File: config.mk
export PLATFORM = sky130hd
export DESIGN_NAME = unidade_controle
export DESIGN_NICKNAME = d
export VERILOG_FILES = /design/src/rtl/jogo_pkg.sv /design/src/rtl/contador_timeout.sv /design/src/rtl/unidade_controle.sv
export SDC_FILE = /design/constraint.sdc
export NUM_CORES = 1
export LEC_CHECK = 0
export ABC_CLOCK_PERIOD_IN_PS = 1000
export BUFFER_PORTS_ARGS = -buffer_cell sky130_fd_sc_hd__buf_2
export CAP_MARGIN = 40
export CORE_AREA = 2 2 39 41
export DETAILED_ROUTE_END_ITERATION = 10
export DIE_AREA = 0 0 41 43
export PLACE_DENSITY_LB_ADDON = 0.2
export SKIP_CTS_REPAIR_TIMING = 1
export SLEW_MARGIN = 40
export SYNTH_ARGS = -nofsm -noshare
export SYNTH_HDL_FRONTEND = slang
export SYNTH_SLANG_ARGS = --single-unit
File: constraint.sdc
create_clock -name clock -period 1 [get_ports clock]
set_clock_uncertainty 0.1 [all_clocks]
set_input_delay 0.15 -clock clock [delete_from_list [all_inputs] [get_ports clock]]
set_output_delay 0.15 -clock clock [all_outputs]
set_load 0.02 [all_outputs]
File: src/rtl/jogo_pkg.sv
// Shared state codes and defaults for the game controller; db_estado decoders use these codes too.
package jogo_pkg;

    localparam int TIMEOUT_CYCLES_DEF = 5000;

    typedef enum logic [3:0] {
        INICIAL     = 4'b0000,
        PREPARA     = 4'b0001,
        ESPERA      = 4'b0010,
        REGISTRA    = 4'b0100,
        COMPARA     = 4'b0101,
        PROXIMO     = 4'b0110,
        FIM_ACERTO  = 4'b1010,
        FIM_ERRO    = 4'b1110,
        FIM_TIMEOUT = 4'b1101
    } estado_t;

endpackage

File: src/rtl/contador_timeout.sv
// Cycle counter for the play-wait window; fim is high on the last allowed cycle.
module contador_timeout #(
    parameter int TIMEOUT_CYCLES = 5000
) (
    input  logic clock,
    input  logic reset,
    input  logic clr,
    input  logic en,
    output logic fim
);
    localparam int W = (TIMEOUT_CYCLES > 1) ? $clog2(TIMEOUT_CYCLES) : 1;

    logic [W-1:0] contagem;

    always_ff @(posedge clock or negedge reset) begin
        if (!reset)
            contagem <= '0;
        else if (clr)
            contagem <= '0;
        else if (en && !fim)
            contagem <= contagem + 1'b1;
    end

    assign fim = (contagem == W'(TIMEOUT_CYCLES - 1));

endmodule

File: src/rtl/unidade_controle.sv
// Moore controller for the memory game round. Define JOGO_TIMEOUT_EN to bound the
// wait for each play to TIMEOUT_CYCLES cycles (ends in FIM_TIMEOUT).
module unidade_controle
    import jogo_pkg::*;
#(
    parameter int TIMEOUT_CYCLES = TIMEOUT_CYCLES_DEF
) (
    input  logic       clock,
    input  logic       reset,
    input  logic       iniciar,
    input  logic       jogada_feita,
    input  logic       igual,
    input  logic       fimC,
    output logic       zeraC,
    output logic       contaC,
    output logic       zeraR,
    output logic       registraR,
    output logic       acertou,
    output logic       errou,
    output logic       pronto,
    output logic       timeout,
    output logic [3:0] db_estado
);
    estado_t estado, proximo;

    if (TIMEOUT_CYCLES < 2) begin : g_param_check
        $error("TIMEOUT_CYCLES must be at least 2");
    end

`ifdef JOGO_TIMEOUT_EN
    logic expirou;

    // Holding clr outside ESPERA makes every entry start from zero.
    contador_timeout #(.TIMEOUT_CYCLES(TIMEOUT_CYCLES)) u_timeout (
        .clock (clock),
        .reset (reset),
        .clr   (estado != ESPERA),
        .en    (estado == ESPERA),
        .fim   (expirou)
    );
`endif

    always_ff @(posedge clock or negedge reset) begin
        if (!reset)
            estado <= INICIAL;
        else
            estado <= proximo;
    end

    always_comb begin
        proximo   = INICIAL;
        zeraC     = 1'b0;
        contaC    = 1'b0;
        zeraR     = 1'b0;
        registraR = 1'b0;
        acertou   = 1'b0;
        errou     = 1'b0;
        pronto    = 1'b0;
        timeout   = 1'b0;
        case (estado)
            INICIAL:  proximo = iniciar ? PREPARA : INICIAL;
            PREPARA: begin
                zeraC   = 1'b1;
                zeraR   = 1'b1;
                proximo = ESPERA;
            end
            ESPERA: begin
                proximo = ESPERA;
                // A play arriving on the expiry cycle still counts.
                if (jogada_feita)
                    proximo = REGISTRA;
`ifdef JOGO_TIMEOUT_EN
                else if (expirou)
                    proximo = FIM_TIMEOUT;
`endif
            end
            REGISTRA: begin
                registraR = 1'b1;
                proximo   = COMPARA;
            end
            COMPARA: begin
                if (!igual)
                    proximo = FIM_ERRO;
                else if (fimC)
                    proximo = FIM_ACERTO;
                else
                    proximo = PROXIMO;
            end
            PROXIMO: begin
                contaC  = 1'b1;
                proximo = ESPERA;
            end
            FIM_ACERTO: begin
                acertou = 1'b1;
                pronto  = 1'b1;
                proximo = iniciar ? PREPARA : FIM_ACERTO;
            end
            FIM_ERRO: begin
                errou   = 1'b1;
                pronto  = 1'b1;
                proximo = iniciar ? PREPARA : FIM_ERRO;
            end
            FIM_TIMEOUT: begin
                pronto  = 1'b1;
`ifdef JOGO_TIMEOUT_EN
                timeout = 1'b1;
`endif
                proximo = iniciar ? PREPARA : FIM_TIMEOUT;
            end
            default:  proximo = INICIAL;
        endcase
    end

    assign db_estado = estado;

endmodule

==> key figures, run 1 <==
Synthesis
  • Share of the synthesized area in the top cell type: 32.13%
  • Main area contributors after synthesis: dfrtp_1, buf_4, o2bb2a_4
  • Seq/Total Area, Yosys: 32.13%
  • Mean instance size in the synthesized netlist: 9.163 um^2
  • Multiplexer share of the synthesized area: 0%
  • Dominant cell type by area after synthesis: dfrtp_1
  • Fraction of the mapped netlist area in compound gates: 22.89%
  • XOR/XNOR share of the synthesized area: 2.811%
  • Count of unique library cells instantiated by Yosys: 22
  • Dominant combinational cell family by area after synthesis: simple AND/OR/NAND/NOR gates
  • Share of synthesized cell area in full adder, half adder and majority cells: 0%
  • Cell Area, Synth: 311.5 um^2
  • Number of synthesized register bits: 4
  • Yosys warning count: 0
  • Syn_nets: 40
  • Count of mapped cells out of synthesis: 34
  • Simple-Gate Fraction of Synth Area: 32.53%

Route
  • Number of remaining DRC errors: 0
  • Routed len/inst: 11.98 um
  • Total length of routed wires: 1.018 mm
  • Via count: 383
  • Count of antenna-violating nets left after detailed routing: 0
  • Violation count after the first detailed-routing iteration: 7
  • First-pass DRT Iterations: 4
  • DR vias/cell: 4.506

Power
  • Clock share of power: 11.1%
  • Power dissipated by switching net loads: 745.4 uW
  • Maximum vdd ir drop: 1530 uV
  • Internal Pwr Total: 1.036 mW
  • Overall power: 1.781 mW
  • Gate power share: 69.8%
  • Relative contribution of sequential cells to total power: 19.2%
  • Static Leakage: 0.3342 nW
  • Switching part of the total: 41.84%
  • Cell Pwr Density: 2498 nW/um^2

Final layout
  • Most common cell after layout, fill and taps aside: buf_4
  • Post-route standard cell area excluding fillers: 713.2 um^2
  • Final std cells w/o fill: 85
  • Number of flip-flops under the largest register name: 4
  • Proportion of layout cells with a drive suffix above 1: 81.16%
  • Number of filler instances in the final layout: 126
  • P&R area growth vs syn: 128.9%
  • Final core utilization: 51.54%
  • Most frequent cells in the layout: buf_4, buf_6, buf_2
  • Inserted Diodes: 0
  • # nets final: 77

Clock network
  • TritonCTS clock tree: yes
  • Clock slew seen by the registers of the worst setup and hold paths: 40 ps
  • Maximum clock path buffer count: 2
  • Number of buffers added by the clock tree synthesis step: 3
  • CTS sink count: 4
  • Root Driver: clkbuf_4
  • Max H-tree Level: 1
  • Clk_lat worst skew: 230 ps

Floorplan
  • Floorplan die area: 1763 um^2
  • Die H: 43 um
  • Placeable core area: 1384 um^2
  • I/O pin cnt: 18
  • Cell Rows: 14
  • Overall die width: 41 um
  • Initial cell density of the core: 22.51%

Setup path
  • Critical-path cell with the highest stage delay: dfrtp_2
  • Endpoint of the worst register-to-register path: db_estado[1]
  • R2R depth: 5
  • Worst R2R Setup Slack: -300 ps
  • Logic depth of the worst setup path including buffers: 4
  • Critical path, cell by cell: and2b_1 -> o2bb2a_4 -> inv_4 -> buf_6
  • Worst path required time: 750 ps
  • Crit path arrival time: 1210 ps
  • Delay of the slowest cell on the worst path: 420 ps
  • Maximum fanout count along the critical path: 4
  • Worst reg2reg startpoint: db_estado[3]
  • Cell family contributing the most delay on the critical path: flip-flops
  • Critical path capture point type: output pin
  • Setup Crit Path Kind: flip-flop to output pin
  • Startpoint Class: flip-flop
  • Count of buffering cells on the critical path with inverters included: 2

Run
  • Maximum Capacitance Violations: 0

Placement
  • Total cell area at the placement stage: 515.5 um^2
  • HPWL after DPL: 657.3 um
  • Final RePlAce weighted congestion: 0.7060
  • Port-buffer cells: 16
  • Placed Cells: 72

Global route
  • First-pass GRT wire length: 1.297 mm
  • Number of global-route vias before repair: 299
  • All-layer global routing usage: 10.97%
  • Total overflow reported by the global router: 0
  • Initial antenna violation count: 0
  • Largest net degree at the start of global routing: 12

Worst hold path
  • Worst Hold Launch: iniciar
  • Worst min-delay path category: input port to flip-flop
  • Worst Hold Path Cells: 2
  • Hold EP: db_estado[3]

Timing
  • Count of final max-slew check failures: 0
  • Hold Violations, Final: 0
  • Unrepaired setup endpoints after global routing: true
  • Timing-limited maximum frequency: 686.5 MHz
  • Post-route setup slack: -456.6 ps
  • Final period utilization: 145.7%
  • Min Clock Period, post-route: 1457 ps
  • Final setup violation count: 15

Outcome
  • Failing checks: setup timing
  • Status: complete, but fails checks
[layer usage]
layer,share of wire (%),GRT usage (%),wire [um],vias up
met5,0,0,0,-
met2,50,15.31,507,15
met1,43,14.56,438,177
li1,-,-,-,191
met3,7.1,4.712,72,0
met4,0,4.000,0,0
[cell families after synthesis]
group                  Yosys count
buffers and inverters            4
XOR/XNOR                         1
flip-flops                       4
AND/OR/NAND/NOR                 17
other                            1
AO/OA/AOI/OAI                    7
[worst max-delay path by stage]
| stage | startpoint | end |
|---|---|---|
| 6_report | db_estado[1] | pronto |
| 4_1_cts | db_estado[0] | acertou |
| 2_1_floorplan | db_estado[1] | zeraR |
| 3_3_place_gp | db_estado[0] | acertou |
| 3_5_place_dp | db_estado[0] | acertou |
| 5_1_grt | db_estado[1] | pronto |
[area by class of cell]
class	instances	area (um^2)	area share [%]
Tap cell	16	20.02	2.807
Inverter	1	6.256	0.8772
Timing Repair Buffer	35	294.0	41.23
Sequential cell	4	105.1	14.74
Clock buffer	3	22.52	3.158
Multi-Input combinational cell	26	265.3	37.19
[power by group through the flow]
stage	logic (mW)	clock network (mW)	registers, mW
finish	1.24	0.197	0.342
global route	1.32	0.220	0.351
detailed placement	0.900	0	0.339
CTS	0.905	0.207	0.340
floorplan	0.515	0	0.416
global placement	0.903	0	0.338
[worst register-to-register path: cells and delay by family, from the launching register on]
family	cells	cell delay, ps
compound gates	2	380
buf+inv	2	270
flops	1	450
simple gates	1	30
[Yosys cell counts]
master	count
nor2_1	3
nor3_1	2
nand2b_2	1
xnor2_1	1
buf_4	3
conb_1	1
a21oi_1	1
a211o_1	1
nand2_1	2
nand3_1	3
nand2b_4	1
a221o_1	1
nor2b_1	1
o22ai_1	1
nand2b_1	1
o21ai_1	1
nor3b_1	2
inv_1	1
o2bb2a_4	1
and2b_1	1
dfrtp_1	4
o32ai_2	1
[through the flow]
step | setup WS, ps | hold WS (ps) | TNS (ps)
finish | -456.6 | 70.04 | -4941
global placement | -279.2 | -140.4 | -2435
global route | -502.5 | 62.06 | -5518
floorplan | -387.3 | -245.6 | -2705
detailed placement | -282.8 | -141.1 | -2465
CTS | -543.2 | -394.1 | -5158
(Power assumes the default switching activity.)
==> run 2, diff against run 1 <==
--- a/config.mk
+++ b/config.mk
@@ -5,7 +5,7 @@
 export SDC_FILE = /design/constraint.sdc
 export NUM_CORES = 1
 export LEC_CHECK = 0
-export ABC_CLOCK_PERIOD_IN_PS = 1000
+export ABC_CLOCK_PERIOD_IN_PS = 1600
 export BUFFER_PORTS_ARGS = -buffer_cell sky130_fd_sc_hd__buf_2
 export CAP_MARGIN = 40
 export CORE_AREA = 2 2 39 41
==> constraint.sdc (replaced) <==
create_clock -name clock -period 1.6 [get_ports clock]
set_clock_uncertainty 0.1 [all_clocks]
set_input_delay 0.24 -clock clock [delete_from_list [all_inputs] [get_ports clock]]
set_output_delay 0.24 -clock clock [all_outputs]
set_load 0.02 [all_outputs]
==> key figures, run 2 (synthesis results as in run 1) <==
Clock network
  • Clk_lat worst skew: 250 ps (+20 ps)
  • Root Driver: clkbuf_4
  • Max H-tree Level: 1 (unchanged)
  • CTS sink count: 4 (unchanged)
  • Number of buffers added by the clock tree synthesis step: 3 (unchanged)
  • Maximum clock path buffer count: 2 (unchanged)
  • Clock slew seen by the registers of the worst setup and hold paths: 40 ps (about the same)
  • TritonCTS clock tree: yes

Route
  • Routed len/inst: 11.63 um (-2.9%)
  • Violation count after the first detailed-routing iteration: 3 (-4)
  • Count of antenna-violating nets left after detailed routing: 0 (unchanged)
  • Number of remaining DRC errors: 0 (unchanged)
  • Total length of routed wires: 826 um (-19%)
  • Via count: 312 (-19%)
  • DR vias/cell: 4.394 (-2.5%)
  • First-pass DRT Iterations: 2 (-2)

Power
  • Power dissipated by switching net loads: 371.0 uW (-50%)
  • Overall power: 811.3 uW (-54%)
  • Gate power share: 57.9% (-12 points)
  • Switching part of the total: 45.73% (+3.9 points)
  • Clock share of power: 16.1% (+5.0 points)
  • Static Leakage: 0.2340 nW (-30%)
  • Internal Pwr Total: 440.3 uW (-57%)
  • Cell Pwr Density: 1646 nW/um^2 (-34%)
  • Relative contribution of sequential cells to total power: 25.9% (+6.7 points)
  • Maximum vdd ir drop: 485.9 uV (-68%)

Placement
  • Place WS: 166.0 ps (+448.8 ps)
  • Final RePlAce weighted congestion: 0.7880 (+12%)
  • Port-buffer cells: 16 (unchanged)
  • HPWL after DPL: 641.5 um (-2.4%)
  • Total cell area at the placement stage: 426.7 um^2 (-17%)
  • Placed Cells: 66 (-8.3%)

Floorplan
  • Placeable core area: 1384 um^2 (unchanged)
  • Overall die width: 41 um (unchanged)
  • Floorplan die area: 1763 um^2 (unchanged)
  • Die H: 43 um (unchanged)
  • Initial cell density of the core: 22.51% (unchanged)
  • Cell Rows: 14 (unchanged)
  • I/O pin cnt: 18 (unchanged)

Timing
  • Final setup violation count: 1 (-14)
  • Summed negative setup slack over all endpoints: -12.75 ps (+4928 ps)
  • Unrepaired setup endpoints after global routing: true
  • Final period utilization: 100.8%
  • Post-route setup slack: -12.75 ps (+443.9 ps)
  • Hold Violations, Final: 0 (unchanged)
  • Count of final max-slew check failures: 0 (unchanged)
  • Min Clock Period, post-route: 1613 ps
  • Timing-limited maximum frequency: 620.1 MHz

Run
  • Maximum Capacitance Violations: 0 (unchanged)

Global route
  • Largest net degree at the start of global routing: 8 (-4)
  • Number of global-route vias before repair: 315 (+5.4%)
  • Total overflow reported by the global router: 0 (unchanged)
  • Initial antenna violation count: 0 (unchanged)
  • First-pass GRT wire length: 1.338 mm (+3.2%)
  • All-layer global routing usage: 11.28% (+0.31 points)

Setup path
  • Critical path capture point type: output pin
  • Startpoint Class: flip-flop
  • Worst path required time: 1260 ps (+510 ps)
  • Crit path arrival time: 1270 ps (+60 ps)
  • Setup Crit Path Kind: flip-flop to output pin
  • Maximum fanout count along the critical path: 7 (+3)

Final layout
  • Most frequent cells in the layout: buf_2, buf_4, dfrtp_2
  • Proportion of layout cells with a drive suffix above 1: 65.45% (-16 points)
  • Inserted Diodes: 0 (unchanged)
  • # nets final: 63 (-18%)
  • P&R area growth vs syn: 58.23%
  • Most common cell after layout, fill and taps aside: buf_2
  • Post-route standard cell area excluding fillers: 493.0 um^2 (-31%)
  • Final std cells w/o fill: 71 (-16%)
  • Number of flip-flops under the largest register name: 4 (unchanged)

Outcome
  • Failing checks: setup timing
  • Status: complete, but fails checks

Worst hold path
  • Worst min-delay path category: input port to flip-flop
## run 2: cell types whose count changed in the layout (fill, tap and decap cells not counted), moves of 3 or more
cell,change
buf_4,-11
buf_6,-10
buf_2,+7
nor2_1,+3
nor2_4,-3
## run 2: layout make-up
class                      instances  area (um^2)
fill                             159        890.9
multi-input combinational         26        207.7
timing repair buffer              21        133.9
sequential                         4        105.1
clock buffer                       3        22.52
tap                               16        20.02
inverter                           1        3.754
## run 2: layer usage
| layer | GRT usage [%] | part of all wire, % | vias to the layer above |
|---|---|---|---|
| met4 | 8.000 | 2.3 | 0 |
| met5 | 0 | 0 | - |
| met2 | 15.63 | 49 | 11 |
| met1 | 15.26 | 44 | 138 |
| li1 | - | - | 161 |
| met3 | 1.571 | 4.7 | 2 |
## run 2: power by group through the flow
stage | Clock [mW] | Combinational (mW) | Sequential (mW)
floorplan | 0 | 0.265 | 0.240
global placement | 0 | 0.421 | 0.212
detailed placement | 0 | 0.414 | 0.213
CTS | 0.132 | 0.415 | 0.212
global route | 0.140 | 0.521 | 0.214
finish | 0.131 | 0.470 | 0.210
## run 2: path summary, 6_finish.rpt
check | depth (start not counted) | slack [ps] | from | to
setup / recovery | 4 | -10 | db_estado[0] | pronto
hold / removal | 2 | 140 | iniciar | db_estado[3]
min in group asynchronous | 2 | 220 | reset | db_estado[3]
max in group asynchronous | 2 | 1030 | reset | db_estado[2]
hold reg to reg | 1 | 480 | db_estado[0] | db_estado[0]
setup reg to reg | 3 | 370 | db_estado[3] | db_estado[1]
## run 2: worst max-delay path, cell delays in order (launching register included)
cell	delay (ps)
dfrtp_2	460
and2b_1	250
o2bb2a_4	170
inv_2	50
buf_6	100
## run 2: metrics by stage
step,hold WS [ps],util [%]
5_1_grt,154.8,35.62
4_1_cts,-311.2,32.46
6_report,142.3,35.62
3_3_place_gp,-50.64,30.83
2_1_floorplan,-155.6,-
3_5_place_dp,-51.98,30.83
